$ cat config.mk
export PLATFORM = sky130hd
export DESIGN_NAME = dbg_word_rx
export DESIGN_NICKNAME = d
export VERILOG_FILES = /design/src/rtl/dbg_uart_pkg.sv /design/src/rtl/uart_byte_rx.sv /design/src/rtl/dbg_word_rx.sv
export SDC_FILE = /design/constraint.sdc
export NUM_CORES = 1
export LEC_CHECK = 0
export BUFFER_PORTS_ARGS = -buffer_cell sky130_fd_sc_hd__buf_4
export CORE_ASPECT_RATIO = 1.4
export CORE_MARGIN = 2
export CORE_UTILIZATION = 40
export DETAILED_ROUTE_END_ITERATION = 10
export MAX_ROUTING_LAYER = met4
export PLACE_DENSITY = 0.62
export SKIP_LAST_GASP = 1
export SYNTH_ARGS = -nofsm -noshare
export SYNTH_HDL_FRONTEND = slang
export SYNTH_SLANG_ARGS = --single-unit
export TNS_END_PERCENT = 50
$ cat constraint.sdc
create_clock -name i_clk -period 5 [get_ports i_clk]
set_input_delay 1 -clock i_clk [delete_from_list [all_inputs] [get_ports i_clk]]
set_output_delay 1 -clock i_clk [all_outputs]
set_load 0.005 [all_outputs]
$ cat src/rtl/dbg_uart_pkg.sv
`default_nettype none
// ============================================================================
// Module   : dbg_uart_pkg
// Purpose  : Shared definitions for the debug-word receiver: ASCII constants
//            of the "0x" + 8 hex + CR LF record, byte/parser state types and
//            the hex-digit decoder.
// Ports    : (package, none)
// Revision : 1.0  initial release
// ============================================================================
package dbg_uart_pkg;

  localparam logic [7:0] c_ZERO = 8'h30;  // '0'
  localparam logic [7:0] c_LC_X = 8'h78;  // 'x'
  localparam logic [7:0] c_UC_X = 8'h58;  // 'X'
  localparam logic [7:0] c_CR   = 8'h0D;  // '\r'
  localparam logic [7:0] c_LF   = 8'h0A;  // '\n'

  typedef enum logic [1:0] {IDLE, START, DATA, STOP} byte_state_t;

  typedef enum logic [2:0] {P_ZERO, P_X, P_HEX, P_CR, P_LF} parse_state_t;

  // Returns {valid, nibble}. Letters a-f/A-F share the low nibble 1..6, so
  // adding 9 maps them onto 10..15.
  function automatic logic [4:0] hex_decode(input logic [7:0] i_ch);
    logic [4:0] w_res;
    w_res = 5'b0_0000;
    if (i_ch >= 8'h30 && i_ch <= 8'h39) begin
      w_res = {1'b1, i_ch[3:0]};
    end else if ((i_ch >= 8'h41 && i_ch <= 8'h46) ||
                 (i_ch >= 8'h61 && i_ch <= 8'h66)) begin
      w_res = {1'b1, i_ch[3:0] + 4'd9};
    end
    return w_res;
  endfunction

endpackage
`default_nettype wire

$ cat src/rtl/uart_byte_rx.sv
`default_nettype none
// ============================================================================
// Module   : uart_byte_rx
// Purpose  : 8N1 serial byte receiver with 2-flop input synchroniser.
// Ports    : i_clk        system clock
//            i_reset_n    asynchronous active-low reset
//            i_rx         serial input, idle high
//            o_byte_stb   1-cycle pulse at mid-stop-bit sample of a good byte
//            o_byte       last received byte (valid with o_byte_stb)
//            o_frame_err  1-cycle pulse when the stop bit samples low
// Revision : 1.0  initial release
// ============================================================================
module uart_byte_rx
  import dbg_uart_pkg::*;
#(
  parameter int CLOCKS_PER_BAUD = 217
) (
  input  logic       i_clk,
  input  logic       i_reset_n,
  input  logic       i_rx,
  output logic       o_byte_stb,
  output logic [7:0] o_byte,
  output logic       o_frame_err
);

  localparam int            CW      = $clog2(CLOCKS_PER_BAUD);
  localparam logic [CW-1:0] c_FULL  = CW'(CLOCKS_PER_BAUD - 1);
  localparam logic [CW-1:0] c_HALF  = CW'(CLOCKS_PER_BAUD / 2 - 1);
  localparam logic [CW-1:0] c_ONE   = CW'(1);

  logic [1:0]    r_sync;
  logic          w_rx;
  logic          w_tick;
  byte_state_t   r_state, w_state_nxt;
  logic [CW-1:0] r_cnt,   w_cnt_nxt;
  logic [2:0]    r_idx,   w_idx_nxt;
  logic [7:0]    r_shift, w_shift_nxt;
  // Set after a framing error so a line held low (break) is not taken as
  // a fresh start bit; cleared once the line is seen high again.
  logic          r_brk,   w_brk_nxt;

  assign w_rx   = r_sync[1];
  assign w_tick = (r_cnt == '0);
  assign o_byte = r_shift;

  always_ff @(posedge i_clk or negedge i_reset_n) begin
    if (!i_reset_n) begin
      r_sync  <= 2'b11;
      r_state <= IDLE;
      r_cnt   <= '0;
      r_idx   <= '0;
      r_shift <= '0;
      r_brk   <= 1'b0;
    end else begin
      r_sync  <= {r_sync[0], i_rx};
      r_state <= w_state_nxt;
      r_cnt   <= w_cnt_nxt;
      r_idx   <= w_idx_nxt;
      r_shift <= w_shift_nxt;
      r_brk   <= w_brk_nxt;
    end
  end

  always_comb begin
    w_state_nxt = r_state;
    w_cnt_nxt   = r_cnt;
    w_idx_nxt   = r_idx;
    w_shift_nxt = r_shift;
    w_brk_nxt   = r_brk;
    o_byte_stb  = 1'b0;
    o_frame_err = 1'b0;
    case (r_state)
      IDLE: begin
        if (r_brk) begin
          if (w_rx) w_brk_nxt = 1'b0;
        end else if (!w_rx) begin
          // Half a bit period lands the next samples mid-bit.
          w_cnt_nxt   = c_HALF;
          w_state_nxt = START;
        end
      end
      START: begin
        if (!w_tick) begin
          w_cnt_nxt = r_cnt - c_ONE;
        end else if (w_rx) begin
          w_state_nxt = IDLE;  // glitch, not a real start bit
        end else begin
          w_cnt_nxt   = c_FULL;
          w_idx_nxt   = 3'd0;
          w_state_nxt = DATA;
        end
      end
      DATA: begin
        if (!w_tick) begin
          w_cnt_nxt = r_cnt - c_ONE;
        end else begin
          w_shift_nxt = {w_rx, r_shift[7:1]};  // LSB first
          w_cnt_nxt   = c_FULL;
          w_idx_nxt   = r_idx + 3'd1;
          if (r_idx == 3'd7) w_state_nxt = STOP;
        end
      end
      STOP: begin
        if (!w_tick) begin
          w_cnt_nxt = r_cnt - c_ONE;
        end else begin
          w_state_nxt = IDLE;
          if (w_rx) begin
            o_byte_stb = 1'b1;
          end else begin
            o_frame_err = 1'b1;
            w_brk_nxt   = 1'b1;
          end
        end
      end
      default: w_state_nxt = IDLE;
    endcase
  end

endmodule
`default_nettype wire

$ cat src/rtl/dbg_word_rx.sv
`default_nettype none
// ============================================================================
// Module   : dbg_word_rx
// Purpose  : Receives the debug UART stream and parses "0x" + 8 hex digits
//            + CR LF records back into a 32-bit word.
// Ports    : i_clk      system clock
//            i_reset_n  asynchronous active-low reset
//            i_uart_rx  serial input, idle high, asynchronous
//            o_stb      1-cycle pulse, valid record received (o_data updated)
//            o_data     last successfully parsed word
//            o_err      1-cycle pulse, framing error or malformed record
// Revision : 1.0  initial release
// ============================================================================
module dbg_word_rx
  import dbg_uart_pkg::*;
#(
  parameter int CLOCKS_PER_BAUD = 217
) (
  input  logic        i_clk,
  input  logic        i_reset_n,
  input  logic        i_uart_rx,
  output logic        o_stb,
  output logic [31:0] o_data,
  output logic        o_err
);

  logic         w_byte_stb;
  logic         w_frame_err;
  logic [7:0]   w_byte;
  logic [4:0]   w_hex;
  logic         w_bad;
  logic         w_stb_nxt;
  logic         w_err_nxt;

  parse_state_t r_pstate, w_pstate_nxt;
  logic [31:0]  r_shift,  w_shift_nxt;
  logic [3:0]   r_digits, w_digits_nxt;

  uart_byte_rx #(
    .CLOCKS_PER_BAUD(CLOCKS_PER_BAUD)
  ) u_byte_rx (
    .i_clk       (i_clk),
    .i_reset_n   (i_reset_n),
    .i_rx        (i_uart_rx),
    .o_byte_stb  (w_byte_stb),
    .o_byte      (w_byte),
    .o_frame_err (w_frame_err)
  );

  assign w_hex = hex_decode(w_byte);

  always_ff @(posedge i_clk or negedge i_reset_n) begin
    if (!i_reset_n) begin
      r_pstate <= P_ZERO;
      r_shift  <= '0;
      r_digits <= '0;
      o_stb    <= 1'b0;
      o_err    <= 1'b0;
      o_data   <= '0;
    end else begin
      r_pstate <= w_pstate_nxt;
      r_shift  <= w_shift_nxt;
      r_digits <= w_digits_nxt;
      o_stb    <= w_stb_nxt;
      o_err    <= w_err_nxt;
      if (w_stb_nxt) o_data <= r_shift;
    end
  end

  always_comb begin
    w_pstate_nxt = r_pstate;
    w_shift_nxt  = r_shift;
    w_digits_nxt = r_digits;
    w_stb_nxt    = 1'b0;
    w_err_nxt    = 1'b0;
    w_bad        = 1'b0;
    if (w_frame_err) begin
      w_err_nxt    = 1'b1;
      w_pstate_nxt = P_ZERO;
    end else if (w_byte_stb) begin
      case (r_pstate)
        P_ZERO: begin
          // Anything before a '0' is inter-record noise and silently dropped.
          if (w_byte == c_ZERO) w_pstate_nxt = P_X;
        end
        P_X: begin
          if (w_byte == c_LC_X || w_byte == c_UC_X) begin
            w_pstate_nxt = P_HEX;
            w_shift_nxt  = '0;
            w_digits_nxt = 4'd0;
          end else begin
            w_bad = 1'b1;
          end
        end
        P_HEX: begin
          if (w_hex[4]) begin
            w_shift_nxt  = {r_shift[27:0], w_hex[3:0]};
            w_digits_nxt = r_digits + 4'd1;
            if (r_digits == 4'd7) w_pstate_nxt = P_CR;
          end else begin
            w_bad = 1'b1;
          end
        end
        P_CR: begin
          if (w_byte == c_CR) w_pstate_nxt = P_LF;
          else                w_bad = 1'b1;
        end
        P_LF: begin
          if (w_byte == c_LF) begin
            w_stb_nxt    = 1'b1;
            w_pstate_nxt = P_ZERO;
          end else begin
            w_bad = 1'b1;
          end
        end
        default: w_pstate_nxt = P_ZERO;
      endcase
      // A stray '0' may itself open the next record, so resync on it.
      if (w_bad) begin
        w_err_nxt    = 1'b1;
        w_pstate_nxt = (w_byte == c_ZERO) ? P_X : P_ZERO;
      end
    end
  end

endmodule
`default_nettype wire
* Word level (Yosys, flattened, before mapping)
Cells that the tools add are included.
** Word-level totals
- Register bits :: 97
- Input port bits :: 3
- Output and inout port bits :: 34
- Logic and storage cells :: 136
** Operators by class
- Add/sub/neg operators :: 4
- $lt $le $gt $ge :: 6
- Eq/ne operators :: 32
- Mux-type cells :: 62
- Bitwise logic cells :: 1
- Reduce and logical (&&, ||, !) cells :: 19
** Operators by type and width (count)
- $mux W32 :: 2
- $pmux W32 S2 :: 1
- $mux W8 :: 6
- $mux W3 :: 12
- $pmux W8 S4 :: 1
- $ne A4 B3 Y1 const B :: 6
- $mux W1 :: 23
- $eq A8 B4 Y1 const B :: 2
- $eq A8 B7 Y1 const B :: 2
- $ge A8 B7 Y1 const B :: 2
- $le A8 B7 Y1 const B :: 2
- $pmux W3 S5 :: 1
- $mux W2 :: 7
- $ne A2 B2 Y1 const B :: 7
- $mux W5 :: 2
- $eq A8 B6 Y1 const B :: 1
- $ge A8 B6 Y1 const B :: 1
- $le A8 B6 Y1 const B :: 1
- $logic_not A8 Y1 :: 1
- $mux W4 :: 2
- $ne A2 B1 Y1 const B :: 4
- $pmux W2 S4 :: 1
- $pmux W4 S2 :: 1
- $reduce_and A4 Y1 :: 2
- 25 further kinds :: 34

* Longest topological paths before layout
- Word-level depth :: 12
- Mapped depth :: 9
- Mapped depth without buffers :: 7

* Hierarchy
From an unflattened synthesis, not the netlist that was laid out.
** Second synthesis, totals
- Cell total of the unflattened synthesis :: 365
- Area total of the unflattened synthesis :: 4485.6 µm²
** By module, submodules not included
- dbg_word_rx :: times used 1, cells each 230, area each 3131.8 µm², sequential area each 1826.8 µm²
- uart_byte_rx :: times used 1, cells each 135, area each 1353.8 µm², sequential area each 603.1 µm²

* Least setup slack after synthesis
Ideal clock, no wire load.
- Kind :: register to register
- From :: register u_byte_rx.r_cnt[0]
- To :: register o_data[10]
- Library setup time :: 0.125 ns
- Data arrival time :: 2.109 ns
- Data required time :: 4.875 ns
- Slack :: 2.766 ns
- Cell stages (with the launch flop) :: 9
- Path buffers :: 1
- Clock period less this slack :: 2.234 ns
- Cells stage by stage :: dfrtp_1 > inv_1 > ha_1 > or4b_4 > nor2_4 > and3_2 > nand3_4 > buf_6 > mux2_4
** Between the ends
- Word-level cells in the longest chain between the ends :: 5
- Elaborated cells on any way between the ends :: 7
- Classes of those cells :: mux: 6; reduce/logical: 1
** Ends and longest elaborated chain
- start: declaration :: line uart_byte_rx.sv:35 : logic [CW-1:0] r_cnt, w_cnt_nxt;
- start signal: assignment :: line uart_byte_rx.sv:57 : r_cnt <= w_cnt_nxt;
- $logic_not A8 Y1 * :: line uart_byte_rx.sv:43 : assign w_tick = (r_cnt == '0);
- $mux W1 :: line uart_byte_rx.sv:104 : if (!w_tick) begin
- $mux W1 :: line uart_byte_rx.sv:72 : case (r_state)
- $mux W1 :: line dbg_word_rx.sv:80 : end else if (w_byte_stb) begin
- $mux W1 * :: line dbg_word_rx.sv:77 : if (w_frame_err) begin
- end signal: assignment :: line dbg_word_rx.sv:66 : if (w_stb_nxt) o_data <= r_shift;
- end: declaration :: line dbg_word_rx.sv:23 : output logic [31:0] o_data,
Mark *: on every way between the ends. The rest lies on a longest branch, timed or not.
A chain may end at the register's enable or synchronous reset.

* Worst setup path in the final report
- From :: register u_byte_rx.r_cnt[0]
- To :: register r_digits[0]
** Between the ends
- Word-level cells in the longest chain between the ends :: 5
- Elaborated cells on any way between the ends :: 7
- Classes of those cells :: mux: 4; bitwise: 1; reduce/logical: 2
** Ends and longest elaborated chain
- $logic_not A8 Y1 * :: line uart_byte_rx.sv:43
- $mux W1 :: line uart_byte_rx.sv:104
- $mux W1 :: line uart_byte_rx.sv:72
- $not A1 Y1 (no line)
- $reduce_and A5 Y1 (no line) *
- end signal: assignment :: line dbg_word_rx.sv:63 : r_digits <= w_digits_nxt;
- end: declaration :: line dbg_word_rx.sv:37 : logic [3:0] r_digits, w_digits_nxt;
Marks and branches as above.

==> impl_results.md <==
- CTS max path bufs: 2
- Maximum VDD drop: around 0.17 mV
- Fmax: ~0.32 GHz
- Io pins: 37
- Largest stage delay, worst path: about 680 ps
- Syn_nets: between 300 and 400
- Most common cell after layout, fill and taps aside: dfrtp_1
- Most frequent cells in the layout: dfrtp_1, a22o_1, buf_4
- Area growth from synthesis to layout: 14.5%
- Num Clock Sinks: 97
- Worst-path cell chain: inv_1 -> ha_1 -> nor4b_2 -> nand4_1 -> nor3_1 -> nand2_1 -> mux2_2
- Post-synth EDFFs: 0
- Min setup slack post-route: between 1500 and 2000 ps
- CTS tree: yes
- DR vias: 2871
- WL final: 8410 um
- Synth Instances: 349
- Layout Skew: ~11 ps
- CP endpoint kind: register
- Final nets: a little under 400
- HPWL Detailed: about 5800 um
- Synth area leaders: dfrtp_1, mux2_4, a22o_1
- Tcrit/Tclk final: 62.3%
- Final setup violation count: 0
- Site Rows: 45
- Clk root buf: clkbuf_16
- Reg area: 0.00243 sq mm
- Data required, critical path: about 5200 ps
- Layout cells sized above 1: ~28%
- Post-DP Area: between 0.004 and 0.005 sq mm
- Asr flop ratio synth: 100%
- Port Buffer Count: 36
- TNS Setup: 0 ps
- Drc violations: 0
- Gr ovfl total: 0
- Status: finished, final reports clean
- H-tree lvl count: 3
- CTS Hold Bufs: 0
- Critical path launch point type: register
- Max_cap viols: 0
- Worst-path clk slew: approximately 70 ps
- Largest area contributor in the netlist: dfrtp_1
- Routed wire length per instance: about 16 um
- Drt pass-1 iters: 6
- Relative slew slack: approximately 22%
- Cell area power density: approximately 300 mW/mm^2
- Post-Syn Area: between 0.004 and 0.005 sq mm
- Place WS: between 1500 and 2000 ps
- Syn. warnings: 0
- Post-CTS Repair Setup Buffers: 0
- Worst-margin pin slew: ~1200 ps
- GRT Overall Usage: around 15%
- CTS Buf Count: 9
- Syn_area_per_cell: ~13 sq um
- Die Y: about 130 um
- Vias/cell: approximately 5.5
- Largest net degree at the start of global routing: 63
- Min cycle time layout: roughly 3100 ps
- Total core area: 0.0109 sq mm
- Die Area: between 0.01 and 0.015 sq mm
- Final slew viol count: 0
- Critical Path AT: 3340 ps
- Die W: approximately 94 um
- Antenna violations before repair: 0
- Initial Utilization: ~41%
- Ant diodes: 0
- Worst-path fanout max: 34
- Leakage: 0.00254 uW
- Vias in the first global route: ~2800
- Resize count post-CTS: 0
- Hold Path Class: reg -> reg
- Multi-input gate area: between 0.0015 and 0.002 sq mm
- Post-synthesis sequential area ratio: a little over half
- Number of distinct library cells after synthesis: 59
- FILL cells: just under 1000
- Post-route ant nets: 0
- Crit path kind: reg -> reg
- #FFs+latches synth: 97
- Synth top area share: a little over half
- Unrepaired setup endpoints after global routing: no
- Finished layout cell area: 0.00517 sq mm
- Final GP Congestion: between 0.7 and 0.8
- Global-route wire length before repair: roughly 14000 um
- DRT iter0 DRCs: 170
- Later-pin clock latency in the skew report: 350 ps
- Post-synth top flop: dfrtp_1
- Slowest cell on crit path: nand2_1
- Final Hold Vio Count: 0
registers in the layout, summed over array words and instances, names as in the netlist, named ones only:
register           cells
o_data                32
r_shift               32
u_byte_rx.r_sync       2
u_byte_rx.o_byte       8
u_byte_rx.r_brk        1
o_err                  1
r_digits               4
u_byte_rx.r_cnt        8
u_byte_rx.r_idx        3
o_stb                  1
u_byte_rx.r_state      1
r_pstate               3
stage by stage:
step | total power [uW] | hold slack (ps) | cells | utilization [%]
after floorplan | 803 | 345 | 349 | -
after global placement | 821 | 346 | 509 | 44.5
after detailed placement | 821 | 347 | 509 | 44.5
after CTS | 1540 | 357 | 525 | 47.3
after global routing | 1580 | 362 | 525 | 47.3
final | 1520 | 356 | 525 | 47.3
kinds of logic after synthesis:
logic type	after synthesis	share of synthesized area (%)
AOI/OAI and AO/OA	87	15.1
xor gates and xnor gates	2	0.388
adders and majority gates	13	3.60
buffers and inverters	29	3.38
DFF	97	53.8
muxes	43	13.2
and+or+nand+nor	78	10.5
final cells by class:
cell class	count	area share (%)
Clock buffer	10	4.62
Tap cell	141	3.41
Sequential cell	97	47.0
Clock inverter	6	1.43
Timing Repair Buffer	37	5.37
Multi-Input combinational cell	223	37.4
Inverter	11	0.799
synth_stat cells, drive strengths merged, types with 2 or more instances:
master / count
dfrtp: 95
mux2: 42
a22o: 37
nand2: 19
nor2: 15
buf: 13
ha: 13
o21ai: 12
inv: 11
a21oi: 10
nand3: 7
clkbuf: 5
nor3: 5
o31ai: 5
and3: 4
nand2b: 4
nor4: 4
nand4: 3
nor4b: 3
o211ai: 3
o2bb2ai: 3
o41ai: 3
a311o: 2
a31oi: 2
a32oi: 2
and2: 2
dfstp: 2
nor2b: 2
nor3b: 2
or4b: 2
xnor2: 2
power by group:
group / total (uW) / switching, uW / internal [uW]
registers: 787 / 1.25 / 786
logic: 17.6 / 15.8 / 1.82
clock network: 714 / 307 / 407
worst max-delay path, delay by kind of cell (launching register included):
kind / cells / cell delay (ps)
fa+ha+maj: 1 / 210
mux: 1 / 560
simple gates: 4 / 1740
flops: 1 / 410
buf+inv: 1 / 70
metal layers:
metal	GRT usage, %	wire [um]
met1	19.0	3750
met2	24.4	4220
met3	3.41	323
met4	5.54	111
met5	-	0
worst paths after layout:
path / startpoint / to / slack, ps / depth (start not counted)
worst max-delay path: u_byte_rx.r_cnt[0] / r_digits[0] / 1890 / 7
worst min-delay path: u_byte_rx.r_sync[0] / u_byte_rx.r_sync[1] / 360 / 0
worst min register to register: u_byte_rx.r_sync[0] / u_byte_rx.r_sync[1] / 360 / 0
max in group asynchronous: i_reset_n / u_byte_rx.o_byte[1] / 3310 / 2
worst max register to register: u_byte_rx.r_cnt[0] / r_digits[0] / 1890 / 7
min in group asynchronous: i_reset_n / o_data[23] / 730 / 1
Power figures use the tool's default switching activity.
